## config.mk

```make
export PLATFORM = sky130hd
export DESIGN_NAME = ysyx_24120013_cycle_ctrl_flat
export DESIGN_NICKNAME = d
export VERILOG_FILES = /design/src/rtl/ysyx_24120013_cycle_ctrl_if.sv /design/src/rtl/ysyx_24120013_cycle_ctrl.sv /design/src/flat_wrapper.sv
export SDC_FILE = /design/constraint.sdc
export NUM_CORES = 1
export LEC_CHECK = 0
export ABC_AREA = 1
export ABC_CLOCK_PERIOD_IN_PS = 2650
export CAP_MARGIN = 20
export CORE_MARGIN = 4
export CORE_UTILIZATION = 43
export CTS_CLUSTER_DIAMETER = 150
export DETAILED_ROUTE_END_ITERATION = 10
export DONT_BUFFER_PORTS = 1
export PLACE_DENSITY = 0.61
export REMOVE_ABC_BUFFERS = 1
export SYNTH_ARGS = -nofsm -noshare
export SYNTH_HDL_FRONTEND = slang
export SYNTH_SLANG_ARGS = --single-unit
```

## constraint.sdc

```tcl
create_clock -name clk -period 2.65 [get_ports clk]
set_input_delay 0.265 -clock clk [delete_from_list [all_inputs] [get_ports clk]]
set_output_delay 0.265 -clock clk [all_outputs]
set_load 0.005 [all_outputs]
```

## src/rtl/ysyx_24120013_cycle_ctrl_if.sv

```systemverilog
// Memory handshake bundle between the cycle controller (master) and the
// instruction/data memories (slave).
interface ysyx_24120013_cycle_ctrl_if;
  logic imem_req_valid;
  logic imem_req_ready;
  logic imem_rsp_valid;
  logic imem_rsp_ready;
  logic dmem_req_valid;
  logic dmem_req_ready;
  logic dmem_rsp_valid;

  modport master (
    output imem_req_valid, imem_rsp_ready, dmem_req_valid,
    input  imem_req_ready, imem_rsp_valid, dmem_req_ready, dmem_rsp_valid
  );

  modport slave (
    input  imem_req_valid, imem_rsp_ready, dmem_req_valid,
    output imem_req_ready, imem_rsp_valid, dmem_req_ready, dmem_rsp_valid
  );
endinterface

```

## src/rtl/ysyx_24120013_cycle_ctrl.sv

```systemverilog
// Per-instruction multi-cycle sequencer for the core datapath.
// Optional memory-handshake timeout: define YSYX_24120013_CTRL_TIMEOUT_EN.
module ysyx_24120013_cycle_ctrl #(
  parameter int CNT_WIDTH      = 32,
  parameter int TIMEOUT_CYCLES = 255,
  parameter int TO_WIDTH       = 8
) (
  input  logic                     clk,
  input  logic                     rst,
  ysyx_24120013_cycle_ctrl_if.master mem,
  output logic                     inst_latch_en,
  input  logic                     dec_is_mem,
  input  logic                     dec_is_halt,
  input  logic                     dec_illegal,
  output logic                     rf_wen_gate,
  output logic                     pc_update,
  output logic                     halted,
  output logic                     illegal,
  output logic                     timeout_err,
  output logic [CNT_WIDTH-1:0]     retire_cnt,
  output logic [3:0]               state_o
);

  typedef enum logic [3:0] {
    IDLE       = 4'd0,
    FETCH_REQ  = 4'd1,
    FETCH_WAIT = 4'd2,
    DECODE     = 4'd3,
    EXEC       = 4'd4,
    MEM_REQ    = 4'd5,
    MEM_WAIT   = 4'd6,
    WB         = 4'd7,
    HALT       = 4'd8
  } state_e;

  if (TIMEOUT_CYCLES < 1 || longint'(TIMEOUT_CYCLES) >= (64'd1 << TO_WIDTH)) begin : g_bad_timeout_cfg
    $error("TO_WIDTH cannot hold TIMEOUT_CYCLES");
  end

  state_e               state_q, state_d;
  logic [CNT_WIDTH-1:0] retire_q;
  logic                 halted_q, illegal_q;
  logic                 imem_req_valid_q, imem_rsp_ready_q, dmem_req_valid_q, wb_q;
  logic                 ret_inc, set_halt, set_ill;

`ifdef YSYX_24120013_CTRL_TIMEOUT_EN
  logic [TO_WIDTH-1:0]  to_q;
  logic                 timeout_err_q;
  logic                 set_to;
  logic                 waiting;
`endif

  always_comb begin
    state_d  = state_q;
    ret_inc  = 1'b0;
    set_halt = 1'b0;
    set_ill  = 1'b0;
    unique case (state_q)
      IDLE:       state_d = FETCH_REQ;
      FETCH_REQ:  if (mem.imem_req_ready) state_d = FETCH_WAIT;
      FETCH_WAIT: if (mem.imem_rsp_valid) state_d = DECODE;
      DECODE: begin
        // Illegal wins over ebreak and does not count as a retirement.
        if (dec_illegal) begin
          state_d  = HALT;
          set_halt = 1'b1;
          set_ill  = 1'b1;
        end else if (dec_is_halt) begin
          state_d  = HALT;
          set_halt = 1'b1;
          ret_inc  = 1'b1;
        end else begin
          state_d = EXEC;
        end
      end
      EXEC:       state_d = dec_is_mem ? MEM_REQ : WB;
      MEM_REQ:    if (mem.dmem_req_ready) state_d = MEM_WAIT;
      MEM_WAIT:   if (mem.dmem_rsp_valid) state_d = WB;
      WB: begin
        ret_inc = 1'b1;
        state_d = FETCH_REQ;
      end
      HALT:       state_d = HALT;
      default:    state_d = IDLE;
    endcase
`ifdef YSYX_24120013_CTRL_TIMEOUT_EN
    // A handshake on the limit cycle has already moved state_d away, so it wins.
    waiting = (state_q == FETCH_REQ) || (state_q == FETCH_WAIT) ||
              (state_q == MEM_REQ)   || (state_q == MEM_WAIT);
    set_to  = 1'b0;
    if (waiting && (state_d == state_q) && (to_q == TO_WIDTH'(TIMEOUT_CYCLES - 1))) begin
      state_d  = HALT;
      set_halt = 1'b1;
      set_to   = 1'b1;
    end
`endif
  end

  always_ff @(posedge clk or posedge rst) begin
    if (rst) begin
      state_q          <= IDLE;
      retire_q         <= '0;
      halted_q         <= 1'b0;
      illegal_q        <= 1'b0;
      imem_req_valid_q <= 1'b0;
      imem_rsp_ready_q <= 1'b0;
      dmem_req_valid_q <= 1'b0;
      wb_q             <= 1'b0;
`ifdef YSYX_24120013_CTRL_TIMEOUT_EN
      to_q             <= '0;
      timeout_err_q    <= 1'b0;
`endif
    end else begin
      state_q <= state_d;
      if (ret_inc)  retire_q  <= retire_q + 1'b1;
      if (set_halt) halted_q  <= 1'b1;
      if (set_ill)  illegal_q <= 1'b1;
      // Strobes are registered from the next state so they follow state_q exactly.
      imem_req_valid_q <= (state_d == FETCH_REQ);
      imem_rsp_ready_q <= (state_d == FETCH_WAIT);
      dmem_req_valid_q <= (state_d == MEM_REQ);
      wb_q             <= (state_d == WB);
`ifdef YSYX_24120013_CTRL_TIMEOUT_EN
      if (set_to) timeout_err_q <= 1'b1;
      if (state_d != state_q) to_q <= '0;
      else if (waiting)       to_q <= to_q + 1'b1;
`endif
    end
  end

  assign mem.imem_req_valid = imem_req_valid_q;
  assign mem.imem_rsp_ready = imem_rsp_ready_q;
  assign mem.dmem_req_valid = dmem_req_valid_q;
  assign inst_latch_en      = (state_q == FETCH_WAIT) && mem.imem_rsp_valid;
  assign rf_wen_gate        = wb_q;
  assign pc_update          = wb_q;
  assign halted             = halted_q;
  assign illegal            = illegal_q;
  assign retire_cnt         = retire_q;
  assign state_o            = state_q;

`ifdef YSYX_24120013_CTRL_TIMEOUT_EN
  assign timeout_err = timeout_err_q;
`else
  assign timeout_err = 1'b0;
`endif

endmodule

```

## src/flat_wrapper.sv

```systemverilog
// flat-port wrapper written by rule: the top's interface ports become plain ports
module ysyx_24120013_cycle_ctrl_flat 
#(
  parameter int CNT_WIDTH      = 32,
  parameter int TIMEOUT_CYCLES = 255,
  parameter int TO_WIDTH       = 8
)
  (clk, rst, inst_latch_en, dec_is_mem, dec_is_halt, dec_illegal, rf_wen_gate, pc_update, halted, illegal, timeout_err, retire_cnt, state_o, mem_imem_req_valid, mem_imem_rsp_ready, mem_dmem_req_valid, mem_imem_req_ready, mem_imem_rsp_valid, mem_dmem_req_ready, mem_dmem_rsp_valid);
  ysyx_24120013_cycle_ctrl_if mem_i ();
  input  logic clk;
  input  logic rst;
  output logic inst_latch_en;
  input  logic dec_is_mem;
  input  logic dec_is_halt;
  input  logic dec_illegal;
  output logic rf_wen_gate;
  output logic pc_update;
  output logic halted;
  output logic illegal;
  output logic timeout_err;
  output logic [CNT_WIDTH-1:0] retire_cnt;
  output logic [3:0] state_o;
  output wire logic [$bits(mem_i.imem_req_valid)-1:0] mem_imem_req_valid;
  output wire logic [$bits(mem_i.imem_rsp_ready)-1:0] mem_imem_rsp_ready;
  output wire logic [$bits(mem_i.dmem_req_valid)-1:0] mem_dmem_req_valid;
  input wire logic [$bits(mem_i.imem_req_ready)-1:0] mem_imem_req_ready;
  input wire logic [$bits(mem_i.imem_rsp_valid)-1:0] mem_imem_rsp_valid;
  input wire logic [$bits(mem_i.dmem_req_ready)-1:0] mem_dmem_req_ready;
  input wire logic [$bits(mem_i.dmem_rsp_valid)-1:0] mem_dmem_rsp_valid;
  assign mem_imem_req_valid = mem_i.imem_req_valid;
  assign mem_imem_rsp_ready = mem_i.imem_rsp_ready;
  assign mem_dmem_req_valid = mem_i.dmem_req_valid;
  assign mem_i.imem_req_ready = mem_imem_req_ready;
  assign mem_i.imem_rsp_valid = mem_imem_rsp_valid;
  assign mem_i.dmem_req_ready = mem_dmem_req_ready;
  assign mem_i.dmem_rsp_valid = mem_dmem_rsp_valid;
  ysyx_24120013_cycle_ctrl #(.CNT_WIDTH(CNT_WIDTH), .TIMEOUT_CYCLES(TIMEOUT_CYCLES), .TO_WIDTH(TO_WIDTH)) u_core (.clk(clk), .rst(rst), .mem(mem_i), .inst_latch_en(inst_latch_en), .dec_is_mem(dec_is_mem), .dec_is_halt(dec_is_halt), .dec_illegal(dec_illegal), .rf_wen_gate(rf_wen_gate), .pc_update(pc_update), .halted(halted), .illegal(illegal), .timeout_err(timeout_err), .retire_cnt(retire_cnt), .state_o(state_o));
endmodule
```

==> summary.txt, run 1 <==
Min path
  – Hold wc startpoint: dec_illegal
  – WHS Endpoint: u_core.illegal$_DFFE_PP0P_
  – Hold crit path type: in -> reg
  – Hold path cells: 1

Outcome
  – Status: completed

STA
  – Clk_skew: 0.01041 ns
  – Final Slew Violations: 0
  – Setup_tns: 0 ns
  – Measured slew at the worst slew-check pin: 0.8297 ns
  – Final worst slack: 0.8998 ns
  – Tcrit/Tclk final: 66.05%
  – Worst slew margin: 44.34%
  – RSZ-0062 raised after global routing: no
  – # setup viols final: 0
  – Final hold viol count: 0
  – Fmax: 571.3 MHz
  – Final worst path period need: 1.750 ns

Logic synthesis
  – Synthesized cell area: 2381 um^2
  – Main synth FF type: dfrtp_1
  – Cell variety after synth: 25
  – Synth top area cells: dfrtp_1 44%, nand2_1 16%, inv_1 7.1%
  – Most instantiated cells after synthesis: 103 x nand2_1, 45 x inv_1, 45 x nor2_1, 42 x dfrtp_1, 22 x nand3_1
  – Register area share after synthesis: 44.14%
  – Ys Warns: 0
  – Syn Inst Count: 327
  – Async SR Flop Fraction: 100.0%
  – Cell taking the most area after synthesis: dfrtp_1
  – #FFs+latches synth: 42
  – Area share of the largest cell type after synthesis: 44.14%
  – Most common cell in the netlist: nand2_1
  – Post-synth EDFFs: 0
  – Avg Cell Area, Syn: 7.281 um^2

Route
  – Routed wire per std cell: 12.93 um
  – Vias: 1,951
  – # DRC: 0
  – DR pass1 iterations: 4
  – Routed Antenna Nets: 0
  – Total routed wirelength: 5209 um
  – Vias per cell: 4.841
  – Drt first-iter violations: 98

Critical path
  – Origin of the worst setup path: u_core.state_o[3]$_DFF_PP0_
  – CP max FO: 20
  – Delay-heaviest family, CP: simple AND/OR/NAND/NOR gates
  – Most common cell on crit path: nand2_2
  – Worst flop-to-flop path endpoint: u_core.retire_cnt[19]$_DFFE_PP0P_
  – FF-to-FF setup slack: 0.90 ns
  – Slowest cell delay on critical path: 0.44 ns
  – RR Startpoint: u_core.state_o[3]$_DFF_PP0_
  – Setup crit end kind: register
  – R2r worst-path depth: 10
  – Critical-path cell list: inv_2 -> nand2_2 -> inv_1 -> nand2_2 -> nand2_2 -> nand2_2 -> inv_1 -> nand2_1 -> nand2_1 -> nand2_1
  – Crit path DAT: 1.95 ns
  – WP buf/inv: 3
  – Critical path class: reg -> reg
  – Critical-path top delay cell: dfrtp_1
  – Worst Setup Start Kind: register
  – Worst Path Required: 2.85 ns

Finish
  – Area grow syn2layout: 6.516%
  – Ant diodes: 0
  – # fillers: 533
  – Post-route cell area: 2536 um^2
  – Final nets: 342
  – Share of layout cells above drive strength 1: 9.009%

Global route
  – Total track usage: 17.11%
  – Largest net degree at the start of global routing: 24
  – Global route overflow: 0
  – Antenna violations before repair: 0
  – Vias in the first global route: 1,826
  – Global-route wire length before repair: 8756 um

Power
  – Cell Pwr Density: 657.4 nW/um^2
  – Tot Pwr: 1667 uW
  – VDD IR max: 0.4138 mV
  – Lkg Pwr: 0.001220 uW

Floorplan
  – Area of the core: 5238 um^2
  – Row count: 26
  – # IOs: 54
  – Die Y: 82.41 um
  – Die Wd: 82.41 um
  – Area of the die: 6791 um^2
  – Initial core utilization: 45.46%

Clock tree
  – CTS tree: built
  – CTS Buffer Depth: 2
  – Clk sinks: 42
  – H-tree depth: 2
  – Postcts setup bufs: 0
  – Worst-Skew Late Latency: 0.30 ns
  – Num CTS Buffers: 5
  – Clock transition at path regs: 0.08 ns
  – CTS root buffer: clkbuf_8

Placed design
  – Routability congestion estimate: 0.8674
  – # port buffers: 0
  – Hpwl dp: 4109 um
  – DP Area: 2435 um^2
  – Pre-CTS setup slack: 0.9009 ns

Run
  – Max-cap check violation count: 0
[cells in the final DEF (no fill, tap or decap)]
| cell | synthesis | routed |
|---|---|---|
| nor2_1 | 45 | 45 |
| a21o_1 | 1 | 1 |
| nand3_2 | 1 | 1 |
| inv_2 | 4 | 4 |
| nor2_2 | 5 | 5 |
| conb_1 | 1 | 1 |
| o21ai_1 | 2 | 2 |
| xor2_1 | 3 | 3 |
| ha_1 | 1 | 1 |
| o21bai_1 | 1 | 1 |
| nand4_1 | 12 | 12 |
| dlygate4sd3_1 | 0 | 1 |
| nand2_1 | 103 | 103 |
| buf_4 | 2 | 1 |
| dfrtp_1 | 42 | 42 |
| xnor2_1 | 8 | 8 |
| o21ai_0 | 9 | 9 |
| nand2_2 | 7 | 7 |
| nand3b_1 | 4 | 4 |
| clkinv_2 | 0 | 1 |
| nand3_1 | 22 | 22 |
| a21oi_1 | 2 | 2 |
| nor2_4 | 4 | 4 |
| inv_1 | 45 | 44 |
| clkinv_1 | 0 | 1 |
| clkbuf_8 | 0 | 6 |
| nand2_4 | 1 | 1 |
| clkbuf_1 | 0 | 1 |
[how the worst max path moves through the flow]
stage,to,slack (ns),depth (start not counted)
after floorplan,u_core.retire_cnt[19]$_DFFE_PP0P_,1.16,8
after global placement,u_core.retire_cnt[19]$_DFFE_PP0P_,0.96,8
after detailed placement,u_core.retire_cnt[19]$_DFFE_PP0P_,0.90,10
after CTS,u_core.retire_cnt[19]$_DFFE_PP0P_,0.89,10
after global routing,u_core.retire_cnt[25]$_DFFE_PP0P_,0.64,9
final,u_core.retire_cnt[19]$_DFFE_PP0P_,0.90,10
[cell type report]
type	instances	area [um^2]	area share, %
Inverter	49	183.9	7.252
Clock inverter	1	5.005	0.1973
Clock buffer	7	86.33	3.404
Multi-Input combinational cell	232	1105	43.56
Tap cell	70	87.58	3.453
Sequential cell	42	1051	41.44
Timing Repair Buffer	2	17.52	0.6907
[cells by family after synthesis]
| family | count (synthesis) | share of synthesized area, % |
|---|---|---|
| and+or+nand+nor | 204 | 38.31 |
| buffers and inverters | 53 | 9.458 |
| DFF | 42 | 44.14 |
| AOI/OAI and AO/OA | 15 | 3.363 |
| xor gates and xnor gates | 11 | 4.047 |
| adders and majority gates | 1 | 0.5254 |
| other | 1 | 0.1575 |
[power by group]
part / internal [uW] / switching [uW]
clock network: 210 / 223
logic: 124 / 276
registers: 728 / 105
[through the flow]
step | cells | hold WS [ns] | utilization (%)
after floorplan | 323 | 0.3856 | -
after global placement | 394 | 0.2642 | 46.49
after detailed placement | 394 | 0.2580 | 46.49
after CTS | 403 | 0.08145 | 48.42
after global routing | 403 | 0.07669 | 48.42
final | 403 | 0.08661 | 48.42
[routing by layer]
metal  GRT usage (%)  vias up  share of wire (%)
li1                -     1016                  -
met1           22.08      877                 45
met2           26.36       52                 46
met3           5.857        6                7.8
met4           6.478        0                1.3
met5               0        -                  0
[state kept, by name, indices dropped and copies added, names as in the netlist]
| name | count |
|---|---|
| u_core.retire_cnt | 32 |
| u_core.state_o | 4 |
| u_core.halted | 1 |
| u_core.illegal | 1 |
| u_core.mem.dmem_req_valid | 1 |
| u_core.mem.imem_req_valid | 1 |
| u_core.mem.imem_rsp_ready | 1 |
| u_core.pc_update | 1 |
[repair_timing]
item / 4_1_cts / 5_1_grt
hold buffers: 1 / 0
gates resized for setup: 0 / 0
hold endpoints to repair: 22 / 0
(Power assumes the default switching activity.)
==> inputs of run 2 (changes only) <==
- ABC_CLOCK_PERIOD_IN_PS: 2650 -> 1500
- PLACE_DENSITY: 0.61 -> 0.63
- clock period: 2.65 -> 1.5 ns (I/O delays scaled with it)
==> summary.txt, run 2 (same netlist as run 1, synthesis figures left out) <==
Outcome
  – Status: completed

STA
  – Final Slew Violations: 0
  – Fmax: 687.0 MHz
  – Tcrit/Tclk final: 97.04%
  – RSZ-0062 raised after global routing: yes
  – # setup viols final: 0
  – Worst slew margin: 63.74%
  – Final hold viol count: 0
  – Final worst slack: 0.04435 ns
  – Measured slew at the worst slew-check pin: 0.5440 ns
  – Setup_tns: 0 ns
  – Clk_skew: 0.006522 ns
  – Final worst path period need: 1.456 ns
  – Hold Slack: 0.04098 ns

Placed design
  – Hpwl dp: 4246 um
  – Pre-CTS setup slack: -0.001769 ns
  – Routability congestion estimate: 0.8109
  – # port buffers: 0
  – Placed cells: 415

Critical path
  – WP buf/inv: 1
  – RR Startpoint: u_core.retire_cnt[1]$_DFFE_PP0P_
  – CP max FO: 4
  – Critical-path top delay cell: dfrtp_1
  – Worst Path Required: 1.69 ns
  – Worst Setup Start Kind: register
  – Crit path DAT: 1.65 ns
  – Delay-heaviest family, CP: simple AND/OR/NAND/NOR gates
  – Setup crit end kind: register
  – Critical-path cell list: ha_4 -> nand2_4 -> nor2_4 -> nand2_2 -> nor2_4 -> buf_6 -> nand4_1 -> nand2_1 -> nand2_1
  – Origin of the worst setup path: u_core.retire_cnt[1]$_DFFE_PP0P_
  – Critical path class: reg -> reg
  – Slowest cell delay on critical path: 0.40 ns

Finish
  – Ant diodes: 0
  – Share of layout cells above drive strength 1: 24.59%
  – Max FFs per register: 32
  – Commonest non-fill, non-tap cell in the layout: nand2_1
  – Non-Filler Instances: 440
  – Area grow syn2layout: 25.70%
  – Final nets: 379
  – Commonest non-fill, non-tap cells in the layout: 97 x nand2_1, 41 x inv_1, 38 x nor2_1

Route
  – Drt first-iter violations: 61
  – # DRC: 0
  – Vias per cell: 4.855
  – Vias: 2,136
  – Total routed wirelength: 5811 um
  – DR pass1 iterations: 4
  – Routed wire per std cell: 13.21 um
  – Routed Antenna Nets: 0

Clock tree
  – Worst-Skew Late Latency: 0.30 ns
  – CTS tree: built
  – Num CTS Buffers: 5
  – Clk sinks: 42
  – H-tree depth: 2
  – Clock transition at path regs: 0.08 ns
  – CTS Buffer Depth: 2
  – CTS root buffer: clkbuf_8

Power
  – Sequential group share of total power: 41.1%
  – Clock share of power: 21.6%
  – Sw frac: 36.19%
  – Internal power: 2252 uW
  – Net Sw Power: 1277 uW
  – Cell Pwr Density: 1179 nW/um^2
  – Lkg Pwr: 0.001438 uW
  – Logic pwr share: 37.4%
  – VDD IR max: 0.8314 mV

Floorplan
  – Area of the die: 6791 um^2
  – Die Y: 82.41 um
  – Initial core utilization: 45.46%
  – Die Wd: 82.41 um
  – # IOs: 54
  – Area of the core: 5238 um^2
  – Row count: 26

Global route
  – Global route overflow: 0
  – Vias in the first global route: 2,097
  – Total track usage: 18.51%
  – Antenna violations before repair: 0
  – Largest net degree at the start of global routing: 43
  – Global-route wire length before repair: 9556 um

Min path
  – Hold crit path type: in -> reg
  – Hold wc startpoint: mem_imem_req_ready

Run
  – Max-cap check violation count: 0
run 2: changes by cell type in the layout (fill, tap and decap cells not counted), sizes merged:
cell / delta
dlygate4sd3: +1
buf: +35
clkbuf: +1
run 2: through the flow:
stage	power, uW	instance area, um^2	util, %
after floorplan	2027	2340	-
after global placement	2362	2605	49.74
after detailed placement	2375	2605	49.74
after CTS	3237	2761	52.72
after global routing	3770	2993	57.14
final	3529	2993	57.14
run 2: layout make-up:
type,instances,area [um^2]
fill,472,2245
multi-input combinational,232,1232
sequential,42,1059
timing repair buffer,39,339.1
inverter,49,183.9
tap,70,87.58
clock buffer,7,86.33
clock inverter,1,5.005
run 2: path summary, 6_finish.rpt:
check / slack [ns] / cells after the start / to
setup / recovery: 0.04 / 9 / u_core.retire_cnt[30]$_DFFE_PP0P_
min in group asynchronous: 0.41 / 3 / u_core.retire_cnt[23]$_DFFE_PP0P_
max in group asynchronous: 0.66 / 3 / u_core.state_o[0]$_DFF_PP0_
setup reg to reg: 0.04 / 9 / u_core.retire_cnt[30]$_DFFE_PP0P_
hold reg to reg: 0.50 / 1 / u_core.illegal$_DFFE_PP0P_
hold / removal: 0.04 / 2 / u_core.mem.imem_rsp_ready$_DFF_PP0_
run 2: routing by layer:
layer  wire [um]  up-vias  part of all wire [%]  global-route usage, %
met1        2376      996                    41                  22.34
met5           0        -                     0                      0
met3         372        8                   6.4                  4.881
li1            -     1089                     -                      -
met2        2969       43                    51                  31.57
met4          93        0                   1.6                  6.645
run 2: power by group through the flow:
stage	Sequential [uW]	Combinational (uW)	Clock (uW)
6_report	1450	1320	761
5_1_grt	1470	1450	847
4_1_cts	1430	1010	797
3_5_place_dp	1460	918	0
3_3_place_gp	1450	908	0
2_1_floorplan	1450	574	0
run 2: repair_timing:
action | 4_1_cts | 5_1_grt
cloned | 0 | 1
hold buffers | 2 | 0
setup endpoints to repair | 6 | 26
pin swaps | 3 | 15
resized for setup | 2 | 43
endpoints found under the hold margin | 43 | 0
setup buffers | 5 | 9
==> inputs of run 3 (changes only) <==
- CAP_MARGIN: 20 -> 10
- CTS_CLUSTER_DIAMETER: 150 -> default
- GPL_ROUTABILITY_DRIVEN: default -> 0
==> results of run 3 <==
Same layout as run 2: the final DEF is identical, and so are final timing and power.
